--- src/rtl/instr_encoder.sv ---
// Instruction encoder: packs instruction fields into 32-bit words, drops illegal
// encodings, and streams legal words through a small FIFO into instruction memory.
module instr_encoder #(
    parameter int DEPTH = 4
) (
    input  logic        clk,
    input  logic        reset,
    input  logic        Start,
    input  logic [31:0] BaseAddr,
    input  logic        InValid,
    output logic        InReady,
    input  logic        InLast,
    input  logic [3:0]  Cond,
    input  logic [1:0]  Op,
    input  logic [5:0]  Funct,
    input  logic [3:0]  Rn,
    input  logic [3:0]  Rd,
    input  logic [11:0] Src2,
    input  logic [23:0] Imm24,
    output logic        MemWE,
    output logic [31:0] MemAddr,
    output logic [31:0] MemWD,
    input  logic        MemReady,
    output logic        Busy,
    output logic        Done,
    output logic [7:0]  ErrCount
);

    localparam int AW = $clog2(DEPTH);
    localparam logic [AW:0] CNT_FULL = (AW+1)'(DEPTH);

    typedef enum logic [1:0] {IDLE, ACCEPT, DRAIN, DONE} state_t;

    typedef struct packed {
        logic [3:0]  cond;
        logic [1:0]  op;
        logic [5:0]  funct;
        logic [3:0]  rn;
        logic [3:0]  rd;
        logic [11:0] src2;
        logic [23:0] imm24;
    } fields_t;

    state_t        state, state_nxt;
    fields_t       fld;
    logic [31:0]   fifo_mem [DEPTH];
    logic [AW-1:0] rd_ptr, wr_ptr;
    logic [AW:0]   count;
    logic [31:0]   addr_q;
    logic [7:0]    err_q;

    logic [31:0]   word;
    logic          legal;
    logic          full, empty, in_rdy, xfer, enq, deq, mem_we, start_ok;

    assign fld = '{cond: Cond, op: Op, funct: Funct, rn: Rn, rd: Rd,
                   src2: Src2, imm24: Imm24};

    // Encode and legality check
    always_comb begin
        word  = {fld.cond, fld.op, fld.funct, fld.rn, fld.rd, fld.src2};
        legal = 1'b1;
        case (fld.op)
            2'b00: legal = fld.funct[4:1] inside {4'b0100, 4'b0010, 4'b0000, 4'b1100};
            2'b10: word  = {fld.cond, 2'b10, fld.funct[5:4], fld.imm24};
            2'b11: legal = fld.funct[4:1] inside {4'b0000, 4'b0001, 4'b0010, 4'b0011};
            default: ;
        endcase
    end

    // Handshakes are built from registered occupancy only: no pass-through when full.
    assign full     = (count == CNT_FULL);
    assign empty    = (count == '0);
    assign in_rdy   = (state == ACCEPT) && !full;
    assign xfer     = InValid && in_rdy;
    assign enq      = xfer && legal;
    assign mem_we   = !empty && ((state == ACCEPT) || (state == DRAIN));
    assign deq      = mem_we && MemReady;
    assign start_ok = Start && ((state == IDLE) || (state == DONE));

    always_comb begin
        state_nxt = state;
        case (state)
            IDLE:    if (start_ok) state_nxt = ACCEPT;
            ACCEPT:  if (xfer && InLast) state_nxt = DRAIN;
            DRAIN:   if (empty) state_nxt = DONE;
            DONE:    if (start_ok) state_nxt = ACCEPT;
            default: state_nxt = IDLE;
        endcase
    end

    always_ff @(posedge clk) begin
        if (reset) begin
            state  <= IDLE;
            rd_ptr <= '0;
            wr_ptr <= '0;
            count  <= '0;
            addr_q <= '0;
            err_q  <= '0;
        end else begin
            state <= state_nxt;
            if (start_ok) begin
                rd_ptr <= '0;
                wr_ptr <= '0;
                count  <= '0;
                addr_q <= BaseAddr;
                err_q  <= '0;
            end else begin
                if (enq) wr_ptr <= wr_ptr + 1'b1;
                if (deq) begin
                    rd_ptr <= rd_ptr + 1'b1;
                    addr_q <= addr_q + 32'd4;
                end
                case ({enq, deq})
                    2'b10:   count <= count + 1'b1;
                    2'b01:   count <= count - 1'b1;
                    default: ;
                endcase
                if (xfer && !legal && (err_q != 8'hFF)) err_q <= err_q + 8'd1;
            end
        end
    end

    // Storage needs no reset; occupancy alone decides what is visible.
    always_ff @(posedge clk) begin
        if (enq) fifo_mem[wr_ptr] <= word;
    end

    assign InReady  = in_rdy;
    assign MemWE    = mem_we;
    assign MemAddr  = addr_q;
    assign MemWD    = mem_we ? fifo_mem[rd_ptr] : 32'd0;
    assign Busy     = (state == ACCEPT) || (state == DRAIN);
    assign Done     = (state == DONE);
    assign ErrCount = err_q;

endmodule
--- config.mk ---
export PLATFORM = sky130hd
export DESIGN_NAME = instr_encoder
export DESIGN_NICKNAME = d
export VERILOG_FILES = /design/src/rtl/instr_encoder.sv
export SDC_FILE = /design/constraint.sdc
export NUM_CORES = 1
export LEC_CHECK = 0
export ABC_AREA = 1
export CORE_ASPECT_RATIO = 0.7
export CORE_UTILIZATION = 56
export DETAILED_ROUTE_END_ITERATION = 6
export PLACE_DENSITY_LB_ADDON = 0.15
export SYNTH_ARGS = -nofsm -noshare
export SYNTH_HDL_FRONTEND = slang
export SYNTH_SLANG_ARGS = --single-unit
--- constraint.sdc ---
create_clock -name clk -period 6.4 [get_ports clk]
set_input_delay 0.64 -clock clk [delete_from_list [all_inputs] [get_ports clk]]
set_output_delay 0.64 -clock clk [all_outputs]
set_load 0.01 [all_outputs]
# == Word-level counts from Yosys, hierarchy flattened ==
# Memory sizes are Yosys's and may differ from the RTL's. A register that Yosys moved wholly into a read port is not among the register bits.
# Cells that the tools add are included.
# classes
n_addsub,6
n_eq_ne,17
n_mux,14
n_reduce_logical,25
# ops
cell,count
two-way mux 32 bit,3
adder 32 x 3 -> 32 bit (second input constant),1
two-way mux 28 bit,1
equality test 2 bit (second input constant),5
two-way mux 2 bit,5
logical AND 1 bit,9
adder 8 x 1 -> 8 bit (second input constant),1
equality test 4 x 2 -> 1 bit (second input constant),2
inequality test 8 bit (second input constant),1
nonzero test 4 bit,2
one-hot mux 2 bit (3 select lines),1
one-hot mux 3 bit (2 select lines),1
adder 2 x 1 -> 2 bit (second input constant),2
equality test 2 x 1 -> 1 bit (second input constant),2
equality test 4 x 1 -> 1 bit (second input constant),1
equality test 4 x 3 -> 1 bit (second input constant),1
equality test 4 bit (second input constant),1
logical NOT 2 bit,2
logical NOT 4 bit,1
inequality test 2 x 1 -> 1 bit (second input constant),2
nonzero test 2 bit,2
OR reduction 2 bit,2
adder 3 x 1 -> 3 bit (second input constant),1
equality test 3 bit (second input constant),1
other kinds (8),12
# word_totals
regBits,49
ramBits,128
input_bits,94
out_inout_bits,76
elab_cells,69
n_memories,1
# memory_table
name,depth,word_bits,rd,rd_ports_with_merged_regs,wr,line,text
fifo_mem,4,32,1,1,1,46,logic [31:0] fifo_mem [DEPTH];

# == Logic depth before layout (Yosys ltp) ==
# depth
depth_word,7
ltp_mapped,14

# == Worst setup path before layout ==
# OpenSTA, ideal clock, no wires.
# synth_timing
path_type,in2reg
startpoint,in Op[0]
endpoint,mem fifo_mem[0][0] (enable)
setup_ns,0.421
arrival_ns,2.750
required_ns,5.979
path_slack_ns,3.228
path_stages,8
path_buffers,0
path_cell_list,inv_1 ha_1 inv_1 o21ai_0 nand2_1 nand2_1 nand3_2 nor2_1
# synth_via
elab_chain_len,5
# synth_rtl
element,line,text
"start, declared",14,"input logic [1:0] Op,"
equality test 2 bit / logical NOT 2 bit (equally long branches),63,case (fld.op)
one-hot mux 1 bit (2 select lines) (*),63,
logical AND 1 bit (*),76,assign enq = xfer && legal;
two-way mux 1 bit (*),126,if (enq) fifo_mem[wr_ptr] <= word;
two-way mux 1 bit (not written as such) (*),126,
"end, declared",46,
# Every way passes the cells marked *; elsewhere a longest branch is shown, timed or not.

==> results_dict.tcl <==
set metrics [dict create \
    status "complete, no violations" \
    yosysMostFrequentCell "nand2_1" \
    io_buffer_count 169 \
    drv_cap 0 \
    synthAdderAreaFrac 0.0209 \
    synth_top_family_by_area "simple AND/OR/NAND/NOR gates" \
    grt_pass1_vias 6728 \
    crit_type "flip-flop to output port" \
    power_leakage_nw 4.07 \
    hp-start "MemAddr[0]" \
    fin_nets 1263 \
    synth.top_cell.area_share 0.440 \
    cts_buffer_depth 2 \
    r2r_slack_ps 3720 \
    die_w_microns 151 \
    post_drt_wl_per_cell_microns 15.9 \
    power_density_nw_per_um2 290 \
    timing.slew.headroom 0.199 \
    post_cts_resize_count 0 \
    fin_crit_ps 3810 \
    ys_seq_area_frac 0.557 \
    ys_ff_latch 179 \
    coreArea_sq_um 15000 \
    synth-compound-area-share 0.0997 \
    yosys_warnings 0 \
    viasPerCell 5.35 \
    cts_root_buf "clkbuf_16" \
    track_usage 0.278 \
    gp_congestion 0.876 \
    synth_cells 1004 \
    dr.pass1.iters 7 \
    drive_gt1_frac 0.0745 \
    antenna_found_initial 0 \
    r2r-start "state[0]" \
    grt_max_degree 66 \
    cts_max_level 4 \
    clk_latency_ps 430 \
    hold_path.class "flip-flop to flip-flop" \
    cp.required_ps 5760 \
    grt_overflow 0 \
    min_to "MemAddr[0]" \
    synth_ff_type "edfxtp_1" \
    final_antenna_net_count 0 \
    worstSetupStartpointType "flip-flop" \
    cts_buffers 17 \
    synth_area_sq_um 8730 \
    clkTransAtPathRegs_ps 70 \
    setup_viol_count_final 0 \
    slew_viol_final 0 \
    drc 0 \
    dpl-instance-area_sq_um 10600 \
    tritoncts "done" \
    cts_setup_buffers 0 \
    final.period_utilization 0.596 \
    max-vdd-ir-drop_mv 0.279 \
    synth-edff-count 128 \
    drtIter0Drc 596 \
    start_util 0.584 \
    synth.mux.area_fraction 0 \
    ff2ff_path_depth 12 \
    post-dp-hpwl_microns 13800 \
    arrival_ps 3170 \
    drt-total-wl_microns 21600 \
    num_vias 7296 \
    r2r_end "count[2]" \
    clock-sinks 179 \
    tns_ps 0 \
    areaGrowthSynthToFinish_pct 27.7 \
    endpoint_kind "output port" \
    ys_types 40 \
    hold_viol_final 0 \
    synth_nets 1112 \
    synth_xor_area_frac 0.00802 \
    row_count 37 \
    grt_setup_unrepaired "no" \
    maxClockFrequency_ghz 0.262 \
    synth_area_leader_cell "edfxtp_1" \
    die_area_sq_um 16100 \
    die_h_microns 106 \
    async_flop_share 0 \
    design_area_sq_um 11200 \
    avgSynthCellArea_sq_um 8.70 \
    num_antenna_cells 0 \
    cp_max_fo 65 \
    hold_buffers 0 \
    worst_slew_pin_slew_ps 1200 \
    hold_depth 2 \
    ys_top_cells_by_area "edfxtp_1, dfxtp_1, nand2_1, nor2_1, o21ai_0" \
    yosys-top-cells-count "nand2_1, nor2_1, edfxtp_1" \
    ios 170 \
    yosys.area_share.simple 0.264 \
    skew_ps 9.06 \
    grt_pass1_wl_microns 33700 \
]
## per-layer routing
layer / track usage / share of wire / wire [microns]
met4: 0.106 / 0.014 / 310
met1: 0.390 / 0.45 / 9690
met3: 0.0549 / 0.088 / 1910
met5: 0 / 0 / 0
met2: 0.427 / 0.45 / 9720
## cell type report
class	count	area [sq um]
Inverter	66	250
Multi-Input combinational cell	716	3460
Tap cell	195	244
Clock inverter	15	171
Timing Repair Buffer	175	1740
Fill cell	1086	3800
Sequential cell	179	4870
Clock buffer	17	425
## report_power, final
group | internal (mW) | switching, mW
registers | 1.33 | 0.0955
logic | 0.319 | 0.447
clock network | 0.529 | 0.510
## placed cells by master, fill, tap and decap left out, types with 7 or more instances in the layout
| cell type | instances |
|---|---|
| nand3_1 | 59 |
| nor2_1 | 206 |
| inv_1 | 62 |
| o211ai_1 | 7 |
| xor2_1 | 8 |
| edfxtp_1 | 128 |
| clkdlybuf4s50_1 | 169 |
| nand2_1 | 213 |
| dfxtp_1 | 50 |
| clkbuf_16 | 17 |
| o21ai_0 | 81 |
| nand2_2 | 10 |
| nor2_4 | 13 |
| ha_1 | 13 |
| a21oi_1 | 59 |
| nor2_2 | 7 |
## worst max-delay path, cell delays in order (launching register included)
cell             delay [ps]
dfxtp_2                 310
buf_4                   550
clkinv_1                560
buf_4                   430
o21ai_0                 230
a21oi_1                 130
clkdlybuf4s50_1         510
## stage by stage
| stage | hold WS (ps) | utilization | setup WS (ps) | power [mW] | instances |
|---|---|---|---|---|---|
| after floorplan | 457 | - | 3230 | 1.89 | 1004 |
| after global placement | 469 | 0.706 | 3020 | 2.20 | 1331 |
| after detailed placement | 480 | 0.706 | 2950 | 2.20 | 1331 |
| after CTS | 498 | 0.746 | 2590 | 3.23 | 1363 |
| after global routing | 521 | 0.746 | 2310 | 3.38 | 1363 |
| final | 499 | 0.746 | 2590 | 3.24 | 1363 |
## sequential cells by signal, indices dropped and copies added (netlist names), named ones only
name      flops
ErrCount      8
MemAddr      32
count         3
fifo_mem    128
rd_ptr        2
state         2
wr_ptr        2
## kinds of logic after synthesis
family | count (synthesis)
AO/OA/AOI/OAI | 162
XOR/XNOR | 8
adder cells (fa/ha/maj) | 14
buffers and inverters | 109
flip-flops | 179
AND/OR/NAND/NOR | 532
## how the worst max path moves through the flow
stage	end	slack, ps	cells after the start
2_1_floorplan	fifo_mem[0][0]	3230	8
3_3_place_gp	fifo_mem[0][3]	3020	6
3_5_place_dp	fifo_mem[3][8]	2950	9
4_1_cts	MemWD[0]	2590	6
5_1_grt	MemWD[0]	2310	6
6_report	MemWD[0]	2590	6
(Power assumes the default switching activity.)
